===== config.mk =====
export PLATFORM = sky130hd
export DESIGN_NAME = seg_scan_scheduler
export DESIGN_NICKNAME = d
export VERILOG_FILES = /design/src/rtl/seg_pkg.sv /design/src/rtl/seg_hex_decode.sv /design/src/rtl/seg_scan_scheduler.sv
export SDC_FILE = /design/constraint.sdc
export NUM_CORES = 1
export LEC_CHECK = 0
export ABC_AREA = 1
export ABC_CLOCK_PERIOD_IN_PS = 2800
export CAP_MARGIN = 15
export CORE_ASPECT_RATIO = 0.8
export CORE_UTILIZATION = 55
export CTS_BUF_LIST = sky130_fd_sc_hd__clkbuf_2 sky130_fd_sc_hd__clkbuf_4 sky130_fd_sc_hd__clkbuf_8
export CTS_CLUSTER_SIZE = 8
export DETAILED_ROUTE_END_ITERATION = 8
export PLACE_DENSITY_LB_ADDON = 0.08
export RECOVER_POWER = 50
export SKIP_CTS_REPAIR_TIMING = 1
export SLEW_MARGIN = 20
export SYNTH_ARGS = -nofsm -noshare
export SYNTH_HDL_FRONTEND = slang
export SYNTH_SLANG_ARGS = --single-unit

===== constraint.sdc =====
create_clock -name i_clk -period 2.8 [get_ports i_clk]
set_clock_uncertainty 0.1 [all_clocks]
set_input_delay 0.28 -clock i_clk [delete_from_list [all_inputs] [get_ports i_clk]]
set_output_delay 0.28 -clock i_clk [all_outputs]
set_load 0.05 [all_outputs]

===== src/rtl/seg_pkg.sv =====
// Shared types and constants for the seven-segment scan path.
// Segment codes are active-low, bit0 = a ... bit6 = g.
package seg_pkg;

    localparam int unsigned NIB_W   = 4;
    localparam int unsigned SEG_W   = 8;
    localparam int unsigned SEL_W   = 6;
    localparam int unsigned FRAME_W = 1 + SEG_W + SEL_W;

    localparam logic [6:0] SEG_OFF = 7'h7F;

    localparam logic [6:0] SEG_HEX [16] = '{
        7'h40, 7'h79, 7'h24, 7'h30, 7'h19, 7'h12, 7'h02, 7'h78,
        7'h00, 7'h10, 7'h08, 7'h03, 7'h46, 7'h21, 7'h06, 7'h0E
    };

    typedef enum logic [1:0] {
        StIdle,
        StLoad,
        StSend,
        StDwell
    } scan_state_e;

    typedef struct packed {
        logic [NIB_W*SEL_W-1:0] data;
        logic [SEL_W-1:0]       dp;
        logic [SEL_W-1:0]       blank;
        logic                   lzb;
    } disp_cfg_t;

    // Digits 5..1 that are zero with only zeros above them; digit 0 always shows.
    function automatic logic [SEL_W-1:0] lzb_mask(input logic [NIB_W*SEL_W-1:0] data);
        logic zeros;
        lzb_mask = '0;
        zeros    = 1'b1;
        for (int k = int'(SEL_W) - 1; k >= 1; k--) begin
            zeros       = zeros & (data[NIB_W*k +: NIB_W] == '0);
            lzb_mask[k] = zeros;
        end
    endfunction

endpackage


===== src/rtl/seg_hex_decode.sv =====
// Hex nibble to active-low seven-segment code, purely combinational.
module seg_hex_decode
    import seg_pkg::*;
(
    input  logic [3:0] i_nibble,
    output logic [6:0] o_seg
);

    assign o_seg = SEG_HEX[i_nibble];

endmodule


===== src/rtl/seg_scan_scheduler.sv =====
// Multiplexed scan of a six-digit 595-driven display: double-buffered digit data,
// per-digit frame build and a valid/ready hand-off to the serial driver.
module seg_scan_scheduler
    import seg_pkg::*;
#(
    parameter int unsigned CLK_HZ  = 50_000_000,
    parameter int unsigned SCAN_HZ = 1000,
    parameter int unsigned NDIG    = 6
) (
    input  logic                 i_clk,
    input  logic                 i_rst,
    input  logic                 i_upd,
    input  logic [4*NDIG-1:0]    i_disp_data,
    input  logic [NDIG-1:0]      i_dp_mask,
    input  logic [NDIG-1:0]      i_blank_mask,
    input  logic                 i_lzb_en,
    output logic [FRAME_W-1:0]   o_frame_data,
    output logic                 o_frame_valid,
    input  logic                 i_frame_ready,
    output logic [2:0]           o_scan_digit
);

    localparam int unsigned DIV   = CLK_HZ / SCAN_HZ;
    localparam int unsigned CNT_W = $clog2(DIV);

    scan_state_e        r_state;
    scan_state_e        w_state_nxt;
    logic [CNT_W-1:0]   r_cnt;
    logic               r_tick_pend;
    logic               w_tick_pend_nxt;
    logic [2:0]         r_digit;
    logic [2:0]         w_digit_nxt;
    logic [FRAME_W-1:0] r_frame;
    logic [FRAME_W-1:0] w_frame_nxt;
    disp_cfg_t          r_pend;
    disp_cfg_t          r_act;
    disp_cfg_t          w_upd_cfg;
    disp_cfg_t          w_src;
    logic               w_tick;
    logic               w_load_act;
    logic [3:0]         w_nibble;
    logic [6:0]         w_hex;
    logic               w_dark;
    logic [SEG_W-1:0]   w_seg;
    logic [SEL_W-1:0]   w_sel;
    logic [SEL_W-1:0]   w_lzb;

    assign w_upd_cfg = {i_disp_data, i_dp_mask, i_blank_mask, i_lzb_en};
    assign w_tick    = (r_cnt == CNT_W'(DIV - 1));

    // Digit 0's LOAD is the cycle pending becomes active, so it reads pending directly.
    assign w_src    = (r_digit == 3'd0) ? r_pend : r_act;
    assign w_nibble = w_src.data[r_digit*NIB_W +: NIB_W];
    assign w_lzb    = w_src.lzb ? lzb_mask(w_src.data) : '0;
    assign w_dark   = w_src.blank[r_digit] | w_lzb[r_digit];
    assign w_seg    = {~w_src.dp[r_digit], (w_dark ? SEG_OFF : w_hex)};
    assign w_sel    = ~(SEL_W'(1) << r_digit);

    seg_hex_decode u_hex (
        .i_nibble (w_nibble),
        .o_seg    (w_hex)
    );

    always_comb begin
        w_state_nxt     = r_state;
        w_digit_nxt     = r_digit;
        w_frame_nxt     = r_frame;
        w_tick_pend_nxt = r_tick_pend;
        w_load_act      = 1'b0;
        if (w_tick && (r_state != StDwell)) begin
            w_tick_pend_nxt = 1'b1;
        end
        case (r_state)
            StIdle: w_state_nxt = StLoad;
            StLoad: begin
                w_frame_nxt = {1'b1, w_seg, w_sel};
                w_load_act  = (r_digit == 3'd0);
                w_state_nxt = StSend;
            end
            StSend: begin
                if (i_frame_ready) begin
                    w_state_nxt = StDwell;
                end
            end
            StDwell: begin
                if (w_tick || r_tick_pend) begin
                    w_tick_pend_nxt = 1'b0;
                    w_digit_nxt     = (r_digit == 3'(NDIG - 1)) ? 3'd0 : r_digit + 3'd1;
                    w_state_nxt     = StLoad;
                end
            end
            default: w_state_nxt = StIdle;
        endcase
    end

    always_ff @(posedge i_clk) begin
        if (i_rst) begin
            r_state     <= StIdle;
            r_cnt       <= '0;
            r_tick_pend <= 1'b0;
            r_digit     <= 3'd0;
            r_frame     <= '1;
            r_pend      <= '0;
            r_act       <= '0;
        end else begin
            r_state     <= w_state_nxt;
            r_cnt       <= w_tick ? '0 : r_cnt + 1'b1;
            r_tick_pend <= w_tick_pend_nxt;
            r_digit     <= w_digit_nxt;
            r_frame     <= w_frame_nxt;
            if (i_upd) begin
                r_pend <= w_upd_cfg;
            end
            if (w_load_act) begin
                r_act <= r_pend;
            end
        end
    end

    assign o_frame_data  = r_frame;
    assign o_frame_valid = (r_state == StSend);
    assign o_scan_digit  = r_digit;

endmodule

======== Word-level counts from Yosys, hierarchy flattened ========
Memory sizes are Yosys's and may differ from the RTL's.
Cells that the tools add are included.
storage, ports and cells
  register bits ........................... 110
  memory bits (read-only) ................. 112
  input bits .............................. 41
  output and inout port bits .............. 19
  logic and storage cells ................. 67
  memories kept ........................... 1
cells by class
  add/subtract/negate cells ............... 2
  order comparisons ....................... 2
  equality and inequality tests ........... 8
  shifts and indexed selects .............. 2
  multiplexer cells ....................... 19
  bitwise logic cells ..................... 8
  reductions and logical operators ........ 12
memories
  name              depth  width  rd ports  clocked after Yosys merged registers in  write ports  line                 source
  (name not given)  16     7      1         0                                        0            seg_hex_decode.sv:9  assign o_seg = SEG_HEX[i_nibble];
operators with widths
  cell                                                                           number
  37-bit 2-to-1 mux                                                              1
  24-bit by 6-bit indexed part select with 4-bit output                          1
  7-bit 2-to-1 mux                                                               3
  4-bit logical NOT                                                              5
  16-bit by 1-bit adder with 16-bit output (second input constant)               1
  16-bit == test (second input constant)                                         1
  1-bit binary-select mux with 3-bit select                                      3
  2-bit case mux with 4 select lines                                             1
  1-bit 2-to-1 mux                                                               7
  6-bit 2-to-1 mux                                                               1
  6-bit NOT                                                                      1
  1-bit by 3-bit << shifter with 6-bit output (first input constant)             1
  5-bit >= comparator (second input constant)                                    1
  4-bit NOT with 5-bit output                                                    1
  1-bit bitwise AND                                                              4
  2-bit == test (second input constant)                                          2
  3-bit by 4-bit less-than comparator with 1-bit output (second input constant)  1
  2-bit 2-to-1 mux                                                               2
  2-bit != test (second input constant)                                          2
  2-bit AND reduction                                                            2
  3-bit by 1-bit adder with 3-bit output (second input constant)                 1
  3-bit == test (second input constant)                                          1
  3-bit logical NOT                                                              1
  3-bit 2-to-1 mux                                                               1
  8 further kinds                                                                8

======== Logic depth before layout (Yosys ltp) ========
Gate-level depths: netlist of run 1.
  depth after elaboration ................. 12
  depth in mapped cells ................... 18
  gate-level depth less buffers ........... 17

======== By module ========
A second synthesis of run 1 with hierarchy kept.
unflattened totals
  cells, all modules ...................... 698
  area, all modules ....................... 4899.7 um2
by module, submodules not included
  module              instances  cells an instance  area each (um2)  sequential area each (um2)
  seg_scan_scheduler  1          647                4624.4           2142.1
  seg_hex_decode      1          51                 275.3            0.0

======== Worst setup path after synthesis of run 1 ========
Ideal clock, no wire load.
  path kind ............................... register to register
  from .................................... register r_digit[2], in the netlist o_scan_digit[2]
  to ...................................... register r_frame[6], in the netlist o_frame_data[6]
  setup time .............................. 0.116 ns
  arrival ................................. 2.329 ns
  data required time ...................... 2.584 ns
  slack ................................... 0.255 ns
  cell stages (with the launch flop) ...... 16
  buffers on the path ..................... 2
  clock period less this slack ............ 2.545 ns
  path through ............................ dfxtp_1 > inv_2 > nand2_4 > buf_6 > buf_6 > nand2_1 > o21ai_2 > o22ai_1 > nor2_2 > inv_1 > ha_1 > nand3b_1 > nand3_1 > nand2_1 > o21ai_1 > nand2_1
between the ends
  word-level cells in the longest chain between the ends .. 12
  elaborated cells between the ends (all ways) .. 23
  classes of those cells .................. shift: 1; mux: 9; bitwise: 6; reduce/logical: 6; memory: 1
ends and longest elaborated chain
  item                                                                        line                       source
  from (decl)                                                                 seg_scan_scheduler.sv:31   logic [2:0] r_digit;
  from (signal assigned)                                                      seg_scan_scheduler.sv:109  r_digit <= w_digit_nxt;
  parallel branches: the longest is 11 deep, another holds memory 16 x 7 bit  --
  7-bit 2-to-1 mux *                                                          seg_scan_scheduler.sv:56   assign w_seg = {~w_src.dp[r_digit], (w_dark ? SEG_OFF : w_hex)};
  to (signal assigned)                                                        seg_scan_scheduler.sv:110  r_frame <= w_frame_nxt;
  to (decl)                                                                   seg_scan_scheduler.sv:33   logic [FRAME_W-1:0] r_frame;
Every way passes the cells marked *. The select of a mux whose other input is x is not followed.
A chain may end at the register's enable or synchronous reset.

======== Worst setup path after layout of run 1 ========
  from .................................... register r_digit[0], in the netlist o_scan_digit[0]
  to ...................................... register r_act[12] (netlist bit)
between the ends
  word-level cells in the longest chain between the ends .. 2
ends and longest elaborated chain
  item                  line                       source
  3-bit logical NOT     seg_scan_scheduler.sv:77   w_load_act = (r_digit == 3'd0);
  1-bit 2-to-1 mux      seg_scan_scheduler.sv:73   case (r_state)
  to (signal assigned)  seg_scan_scheduler.sv:115  r_act <= r_pend;
  to (decl)             seg_scan_scheduler.sv:36   disp_cfg_t r_act;
No other way between the ends.

==> results of run 1 <==
-- cells in the mapped netlist (2+ instances only) --
library cell and count:
a21oi_1 56, nor2_4 2, buf_6 4, buf_4 3, nand3_1 63, o22ai_1 6
inv_1 72, a211oi_1 10, ha_1 11, nand2_1 128, buf_2 2, a31oi_1 2
dfxtp_1 108, nor3_1 6, xor2_1 4, o21ai_2 2, nor2_2 2, nor2_1 108
o21ai_1 9, inv_2 3, nand2_4 2, nand3b_1 7, nand4_1 4, o21ai_0 70
clkbuf_1 28
-- final timing paths --
kind / from / cells after the start / endpoint
worst max-delay path: o_scan_digit[0]$_SDFFE_PP0P_ / 8 / r_act[12]$_SDFFE_PP0P_
worst min-delay path: r_act[35]$_SDFFE_PP0P_ / 2 / r_act[35]$_SDFFE_PP0P_
worst max register to register: o_scan_digit[0]$_SDFFE_PP0P_ / 8 / r_act[12]$_SDFFE_PP0P_
worst min register to register: r_act[35]$_SDFFE_PP0P_ / 2 / r_act[35]$_SDFFE_PP0P_
-- kinds of logic after synthesis --
group | synth area share
and+or+nand+nor | 0.273
adders and majority gates | 0.0271
xor gates and xnor gates | 0.00862
other | 0.000738
DFF | 0.425
buffers and inverters | 0.0933
AOI/OAI and AO/OA | 0.172
-- power breakdown --
group	total [mW]	switching, mW	internal, mW
registers	1.89	0.121	1.77
logic	1.17	0.767	0.400
clock network	0.856	0.523	0.333
total	3.92	1.41	2.51
-- sequential cells by signal, indices dropped and copies added (netlist names) --
| register | flops |
|---|---|
| r_pend | 37 |
| r_act | 35 |
| r_cnt | 16 |
| o_frame_data | 14 |
| o_scan_digit | 3 |
| r_state | 2 |
| r_tick_pend | 1 |
-- layer usage --
layer / share of wire / global-route usage / vias up
met5: 0 / 0 / -
met4: 0.018 / 0.0970 / 0
met3: 0.057 / 0.0618 / 19
met2: 0.45 / 0.441 / 130
met1: 0.48 / 0.368 / 2195
li1: - / - / 2442
-- final cells by class --
cell class	count	area, µm²	area share
inverters	77	292	0.0496
multi-input cells	502	2450	0.417
clock buffers	10	131	0.0223
clock inverters	5	38.8	0.00660
flip-flops and latches	108	2160	0.368
repair buffers	70	662	0.113
well taps	112	140	0.0238
-- critical path, delay by kind of cell, from the launching register on --
family	cells	cell delay, ns
buffers and inverters	3	1.06
AND/OR/NAND/NOR	4	0.51
flip-flops	1	0.50
AO/OA/AOI/OAI	1	0.22
==> metrics.md, run 1 <==
| Metric | Value |
|---|---|
| # port buffers | `58` |
| Final WS setup | `0.299 ns` |
| First-pass GRT wire length | `20600 µm` |
| N_diodes | `0` |
| Share of cells above drive strength 1 | `0.0544` |
| Die Area | `0.00963 mm²` |
| CTS Buf Count | `9` |
| Die Wd | `109 µm` |
| Crit start category | `register` |
| Vert. Die Dim | `88.0 µm` |
| Antenna violations before repair | `0` |
| Fillers | `783` |
| DP Wirelength | `8650 µm` |
| Number of remaining DRC errors | `0` |
| CP peak stage delay | `0.70 ns` |
| Worst-path cell chain | `nor2_4 > nand2_8 > inv_1 > clkbuf_2 > nand2_1 > clkbuf_1 > nor2_1 > a211oi_1` |
| Initial DRC Count | `282` |
| Max VDD drop | `0.507 mV` |
| Finished Cell Area | `0.00588 mm²` |
| Hold crit path type | `reg2reg` |
| Vias | `4786` |
| Fin crit period | `2.50 ns` |
| Clock-pin slew on the worst setup and hold paths | `0.10 ns` |
| Slew Limit Fails | `0` |
| NumNets Final | `820` |
| Post-synthesis sequential area ratio | `0.425` |
| Mapped Avg Cell Area | `7.02 µm²` |
| Vias in the first global route | `4432` |
| Vias per cell | `5.41` |
| Worst-skew pair later-pin latency | `0.38 ns` |
| Largest net degree at the start of global routing | `56` |
| Critical path data required time | `2.99 ns` |
| Post-synth top flop | `dfxtp_1` |
| CTS tree | `done` |
| Final hold vios | `0` |
| Core Region | `0.00871 mm²` |
| Placed Cells | `869` |
| Gr usage total | `0.276` |
| Worst Tran Pin Value | `0.954 ns` |
| Antenna-violating nets left | `0` |
| Syn Inst Count | `724` |
| First drt pass iteration count | `5` |
| Final Cycle Share | `0.893` |
| Slowest CP cell | `clkbuf_1` |
| Critical path class | `reg2reg` |
| RSZ-0062 raised after global routing | `no` |
| Yosys warning total | `0` |
| Status | `completed` |
| Layout area overhead | `15.7%` |
| EDFF count, synth | `0` |
| Most frequent cells in the layout | `128 x nand2_1, 108 x nor2_1, 108 x dfxtp_1, 73 x inv_1, 70 x o21ai_0` |
| Remaining Overflow, GRT | `0` |
| Total leakage power | `2.41 nW` |
| Crit path capture type | `register` |
| FMAX | `0.400 GHz` |
| Most common cell after layout, fill and taps aside | `nand2_1` |
| Fin Hold WS | `0.361 ns` |
| Post-synth cell types | `37` |
| Mapped Nets | `776` |
| Synthesized cell area | `0.00508 mm²` |
| Non-Filler Instances | `884` |
| Pre-CTS WS | `0.354 ns` |
| Area after DPL | `0.00571 mm²` |
| Max Root-Sink Buffers | `2` |
| Total power | `3.92 mW` |
| Root Buffer Master | `clkbuf_8` |
| Power density cells | `666 mW/mm²` |
| Post-route setup TNS | `0 ns` |
| Gpl congestion | `0.893` |
| Wire length per cell | `13.9 µm` |
| Synth top area cells | `dfxtp_1 43%, nand2_1 9.5%, nor2_1 8.0%` |
| Max-slew headroom | `0.364` |
| Reg2reg setup slack | `0.30 ns` |
| Synth Register Bits | `108` |
| Arrival time at the worst endpoint | `2.70 ns` |
| Yosys top cell area share | `0.425` |
| Setup-failing EPs final | `0` |
| Initial core utilization | `0.584` |
| I/O pins | `60` |
| Total of max-cap violations | `0` |
| Row count | `30` |
| Final core utilization | `0.675` |
| H-Tree Depth | `3` |
| Crit path max fanout | `29` |
| TritonCTS Sinks | `108` |
| Synth area leader | `dfxtp_1` |
| Post-synth ARST share | `0` |
| Total wire length | `12200 µm` |
No activity file was read; power rests on OpenSTA's default activity.
==> inputs of run 2 (changes only) <==
ABC_CLOCK_PERIOD_IN_PS = 2900   (was 2800)
clock period = 2.9 ns   (was 2.8 ns; I/O delays follow)
==> run 2 against run 1 <==
Flip-flop and latch count unchanged. Sequential power shrank 3%. Register-to-register slack better by 0.12 ns. Utilization up 0.50 points. Worst hold slack lost 0.0027 ns. Final area grew 0.74%. Combinational power down 3%. Wire length shrank 0.78%. Largest cell class unchanged. Largest power group unchanged.
==> metrics.md, run 2 (same netlist as run 1, synthesis figures left out) <==
| Metric | Value |
|---|---|
| Area of the multi-input gates | `0.00245 mm² (-0.36%)` |
| N_diodes | `0 (unchanged)` |
| Final core utilization | `0.680 (+0.00503)` |
| Slew Limit Fails | `0 (unchanged)` |
| Initial core utilization | `0.584 (unchanged)` |
| Share of cells above drive strength 1 | `0.0544 (unchanged)` |
| Critical path class | `in2reg` |
| Die Wd | `109 µm (unchanged)` |
| Crit path capture type | `register` |
| Most common cell after layout, fill and taps aside | `nand2_1` |
| TritonCTS Sinks | `108 (unchanged)` |
| Setup-failing EPs final | `0 (unchanged)` |
| Gpl congestion | `0.963 (+7.8%)` |
| Status | `completed` |
| Fillers | `762 (-2.7%)` |
| Antenna violations before repair | `0 (unchanged)` |
| Max-slew headroom | `0.208 (-0.156)` |
| Non-Filler Instances | `884 (unchanged)` |
| Total of max-cap violations | `0 (unchanged)` |
| Power density cells | `667 mW/mm² (about the same)` |
| Final Cycle Share | `0.906` |
| CTS Buf Count | `9 (unchanged)` |
| Gr usage total | `0.266 (-0.00968)` |
| Core Region | `0.00871 mm² (unchanged)` |
| Vert. Die Dim | `88.0 µm (unchanged)` |
| First drt pass iteration count | `7 (+2)` |
| CTS tree | `done` |
| Total power | `3.95 mW (+0.80%)` |
| Total wire length | `12200 µm (-0.78%)` |
| Clock-pin slew on the worst setup and hold paths | `0.11 ns (about the same)` |
| Critical path data required time | `3.07 ns (+0.08 ns)` |
| Hold crit path type | `reg2reg` |
| Arrival time at the worst endpoint | `2.80 ns (+0.10 ns)` |
| Vias in the first global route | `4246 (-4.2%)` |
| # port buffers | `58 (unchanged)` |
| Worst-skew pair later-pin latency | `0.39 ns (about the same)` |
| Worst Tran Pin Value | `1.19 ns (+0.234 ns)` |
| NumNets Final | `819 (-0.12%)` |
| DP Wirelength | `8620 µm (-0.36%)` |
| H-Tree Depth | `3 (unchanged)` |
| I/O pins | `60 (unchanged)` |
| Max reg flops | `37 (unchanged)` |
| Final hold vios | `0 (unchanged)` |
| FMAX | `0.381 GHz` |
| Root Buffer Master | `clkbuf_8` |
| Sequential cell area | `0.00216 mm² (unchanged)` |
| Fin crit period | `2.63 ns` |
| Max Root-Sink Buffers | `2 (unchanged)` |
| Fin Hold WS | `0.359 ns (-0.00271 ns)` |
| Max VDD drop | `0.412 mV (-19%)` |
| Largest regs | `r_pend (37), r_act (35), r_cnt (16)` |
| Post-route setup TNS | `0 ns (unchanged)` |
| Placed Cells | `868 (-0.12%)` |
| Total leakage power | `2.43 nW (+0.76%)` |
| Crit path max fanout | `29 (unchanged)` |
| Crit start category | `input port` |
| Row count | `30 (unchanged)` |
| Largest net degree at the start of global routing | `59 (+5.4%)` |
| Layout area overhead | `16.6%` |
| First-pass GRT wire length | `20000 µm (-3.0%)` |
| RSZ-0062 raised after global routing | `no` |
| Initial DRC Count | `350 (+24%)` |
| Most frequent cells in the layout | `128 x nand2_1, 108 x nor2_1, 108 x dfxtp_1, 72 x inv_1, 70 x o21ai_0` |
| Wire length per cell | `13.7 µm (-0.78%)` |
| Vias per cell | `5.34 (-1.3%)` |
| Die Area | `0.00963 mm² (unchanged)` |
| Vias | `4722 (-1.3%)` |
| Reg with most FFs | `r_pend` |
| Remaining Overflow, GRT | `0 (unchanged)` |
| Number of remaining DRC errors | `0 (unchanged)` |
| Antenna-violating nets left | `0 (unchanged)` |
[run 2: cell count changes in the layout (fill, tap and decap cells not counted), moves of 2 or more]
cell             before  now
clkinvlp_4            3    0
dlygate4sd3_1         1    5
clkinv_4              0    2
clkbuf_8              9   11
buf_4                 9    7
clkdlybuf4s50_1      57   53
[run 2: final timing paths]
| path | start | to | slack [ns] | cells past startpoint |
|---|---|---|---|---|
| max | i_upd | r_pend[32]$_SDFFE_PP0P_ | 0.27 | 6 |
| min | r_cnt[0]$_SDFF_PP0_ | r_cnt[0]$_SDFF_PP0_ | 0.36 | 1 |
| max reg2reg | o_scan_digit[0]$_SDFFE_PP0P_ | o_frame_data[8]$_SDFFE_PP1P_ | 0.42 | 16 |
| min reg2reg | r_cnt[0]$_SDFF_PP0_ | r_cnt[0]$_SDFF_PP0_ | 0.36 | 1 |
[run 2: power breakdown]
group | internal [mW] | leakage (nW) | switching [mW] | total (mW)
logic | 0.375 | 1.43 | 0.752 | 1.13
registers | 1.71 | 0.889 | 0.113 | 1.83
clock network | 0.459 | 0.112 | 0.537 | 0.996
total | 2.55 | 2.43 | 1.40 | 3.95
[run 2: metal layers]
layer | routed length [µm] | GRT usage
met1 | 5760 | 0.363
met2 | 5500 | 0.423
met3 | 753 | 0.0647
met4 | 136 | 0.0691
met5 | 0 | 0
[run 2: per-stage QoR]
stage	setup WS (ns)	instance area [µm²]
after floorplan	0.355	5080
after global placement	0.578	5720
after detailed placement	0.457	5720
after CTS	0.440	5930
after global routing	0.120	5920
final	0.272	5920
[run 2: area by class of cell]
cell class,count,area share
clock buffers,11,0.0256
well taps,112,0.0237
inverters,77,0.0492
clock inverters,5,0.0114
repair buffers,69,0.112
multi-input cells,502,0.413
flip-flops and latches,108,0.365
[run 2: worst max-delay path, cell delays in order]
cell	delay, ns
clkdlybuf4s50_1	0.45
clkbuf_1	0.87
clkinv_1	0.28
clkbuf_2	0.41
o21ai_0	0.42
a21oi_1	0.07
==> RTL change: new RTL, flow settings as in run 1 <==
Encoding of `scan_state_e`: now one-hot (4 bits for 4 states).
--- a/src/rtl/seg_pkg.sv
+++ b/src/rtl/seg_pkg.sv
@@ -15,9 +15,9 @@
     };
 
-    typedef enum logic [1:0] {
-        StIdle,
-        StLoad,
-        StSend,
-        StDwell
+    typedef enum logic [3:0] {
+        StIdle  = 4'b0001,
+        StLoad  = 4'b0010,
+        StSend  = 4'b0100,
+        StDwell = 4'b1000
     } scan_state_e;
 
Formal check against the unedited RTL: no difference found for any inputs over 10 cycles, from zero or initial values and one cycle with i_rst high; not proved beyond that.
==> RTL change against run 1 <==
Sequential share of layout area rose by 0.59 points; setup slack improved by 11 ps; area after synthesis rose by 0.22%; utilization fell by 2.2 points; design area rose by 0.36%; first-iteration DRC count rose by 28%; sequential cell count rose by 2; synthesized cell count did not move; wire length fell by 6.5%; final cell count rose by 0.57%; critical endpoint is now o_frame_data[9]; largest cell class unchanged; highest routed layer unchanged.
Power is not compared: it rests on default switching activity, and its combinational part moved more than twofold at a synthesized area within 25%.
==> RTL change: results (changes against run 1) <==
outcome:
  status: "completed"
placement:
  io_buffer_count: 58  # unchanged
  place_congestion: 0.907  # +1.5%
  hpwl_mm: 8.24  # -4.7%
clock_tree:
  cts_htree_levels: 3  # unchanged
  clkSlewWorstSetupHoldPaths_ps: 100  # about the same
  cts_buffers: 9  # unchanged
  cts_buffer_depth: 2  # unchanged
  ctsRootBufferMaster: "clkbuf_8"
  clock_latency_ps: 380  # about the same
sta:
  maxSlewHeadroom: 0.325  # -0.0396
layout:
  final_nets: 817  # -0.37%
  drive_gt1_frac: 0.0672  # +0.0128
  reg_top3: "r_pend x37, r_act x35, r_cnt x16"
  antenna_cells: 0  # unchanged
logic_synthesis:
  synth_area_leaders: "dfxtp_1 43%, nand2_1 9.5%, nor2_1 8.9%"
  synthArstFlopShare: 0  # unchanged
  syn-num-nets: 772  # -0.52%
  synth-main-ff-cell: "dfxtp_1"
  ys_seq_area_frac: 0.432  # +0.00692
  synth_warnings: 0  # unchanged
  synthTopCellsByCount: "129 x nand2_1, 121 x nor2_1, 110 x dfxtp_1"
  synthDistinctLibCells: 39  # +5.4%
critical_path:
  worstPathMaxFanout: 27  # -6.9%
  arrival_ps: 2670  # -30 ps
power:
  p_leak_nw: 2.40
  ir_drop_uv: 467
global_route:
  grtUsageTotal: 0.257  # -0.0186
  grt_pass1_wl_mm: 19.4  # -5.8%
  antenna_found_initial: 0  # unchanged
  grt_pass1_vias: 4196  # -5.3%
  grt_max_degree: 65  # +16%
drt:
  first_iter_violations: 362  # +28%
  viasPerCell: 5.29  # -2.3%
  wl_per_cell_um: 12.9  # -7.1%
  dr.pass1.iters: 5  # unchanged
hold_path:
  min_path_type: "flop to flop"
RTL change: critical path, cell delays in order (launching register included):
cell     delay, ps
dfxtp_2        390
nor2_4         220
nand2_4        210
nand2_2        100
nand2_1         70
nand2_1         70
nand2_1         50
nor2_1          90
nor2_1          60
nor2_2         240
inv_1          110
ha_1           230
nand3_1        110
nand3_1         80
o21ai_1         90
nand2_1         70
nand2_1         60
nand2_1         50
RTL change: layer usage:
metal / part of all wire / global-route usage / up-vias
met5: 0 / 0 / -
met1: 0.48 / 0.347 / 2133
met3: 0.052 / 0.0558 / 15
met4: 0.014 / 0.0848 / 0
li1: - / - / 2430
met2: 0.45 / 0.412 / 123
RTL change: path summary, 6_finish.rpt:
kind                    from               to  slack [ps]  cells after the start
max          o_scan_digit[1]  o_frame_data[9]         310                     17
min                 r_cnt[0]         r_cnt[0]         350                      1
min reg2reg         r_cnt[0]         r_cnt[0]         350                      1
max reg2reg  o_scan_digit[1]  o_frame_data[9]         310                     17
RTL change: cell families (layout without fill, tap and decap cells):
group / after synthesis / in the layout / synth area share
other cells: 1 / 1 / 0.000736
xor+xnor: 6 / 6 / 0.0103
flops: 110 / 110 / 0.432
fa+ha+maj: 7 / 7 / 0.0172
buf+inv: 107 / 157 / 0.0879
compound gates: 161 / 161 / 0.170
simple gates: 332 / 332 / 0.281
RTL change: where the power goes:
part           internal [mW]  total [mW]  switching (mW)
clock network          0.367       0.909           0.543
registers               1.67        1.73          0.0594
logic                  0.195       0.516           0.322
RTL change: through the flow:
| step | area, µm² | util | worst slack (ps) | power, mW | cells |
|---|---|---|---|---|---|
| CTS | 5900 | 0.652 | 112 | 3.19 | 887 |
| floorplan | 5090 | - | 260 | 2.12 | 724 |
| detailed placement | 5710 | 0.632 | 148 | 2.29 | 871 |
| global route | 5900 | 0.653 | 52.4 | 3.32 | 889 |
| finish | 5900 | 0.653 | 309 | 3.16 | 889 |
| global placement | 5710 | 0.632 | 250 | 2.28 | 871 |
RTL change: cell type report:
cell class                 instances  area (µm²)
fill                             821        3140
multi-input combinational        507        2440
sequential                       110        2200
timing repair buffer              70         666
inverter                          71         267
clock buffer                      11         145
tap                              115         144
clock inverter                     5        38.8
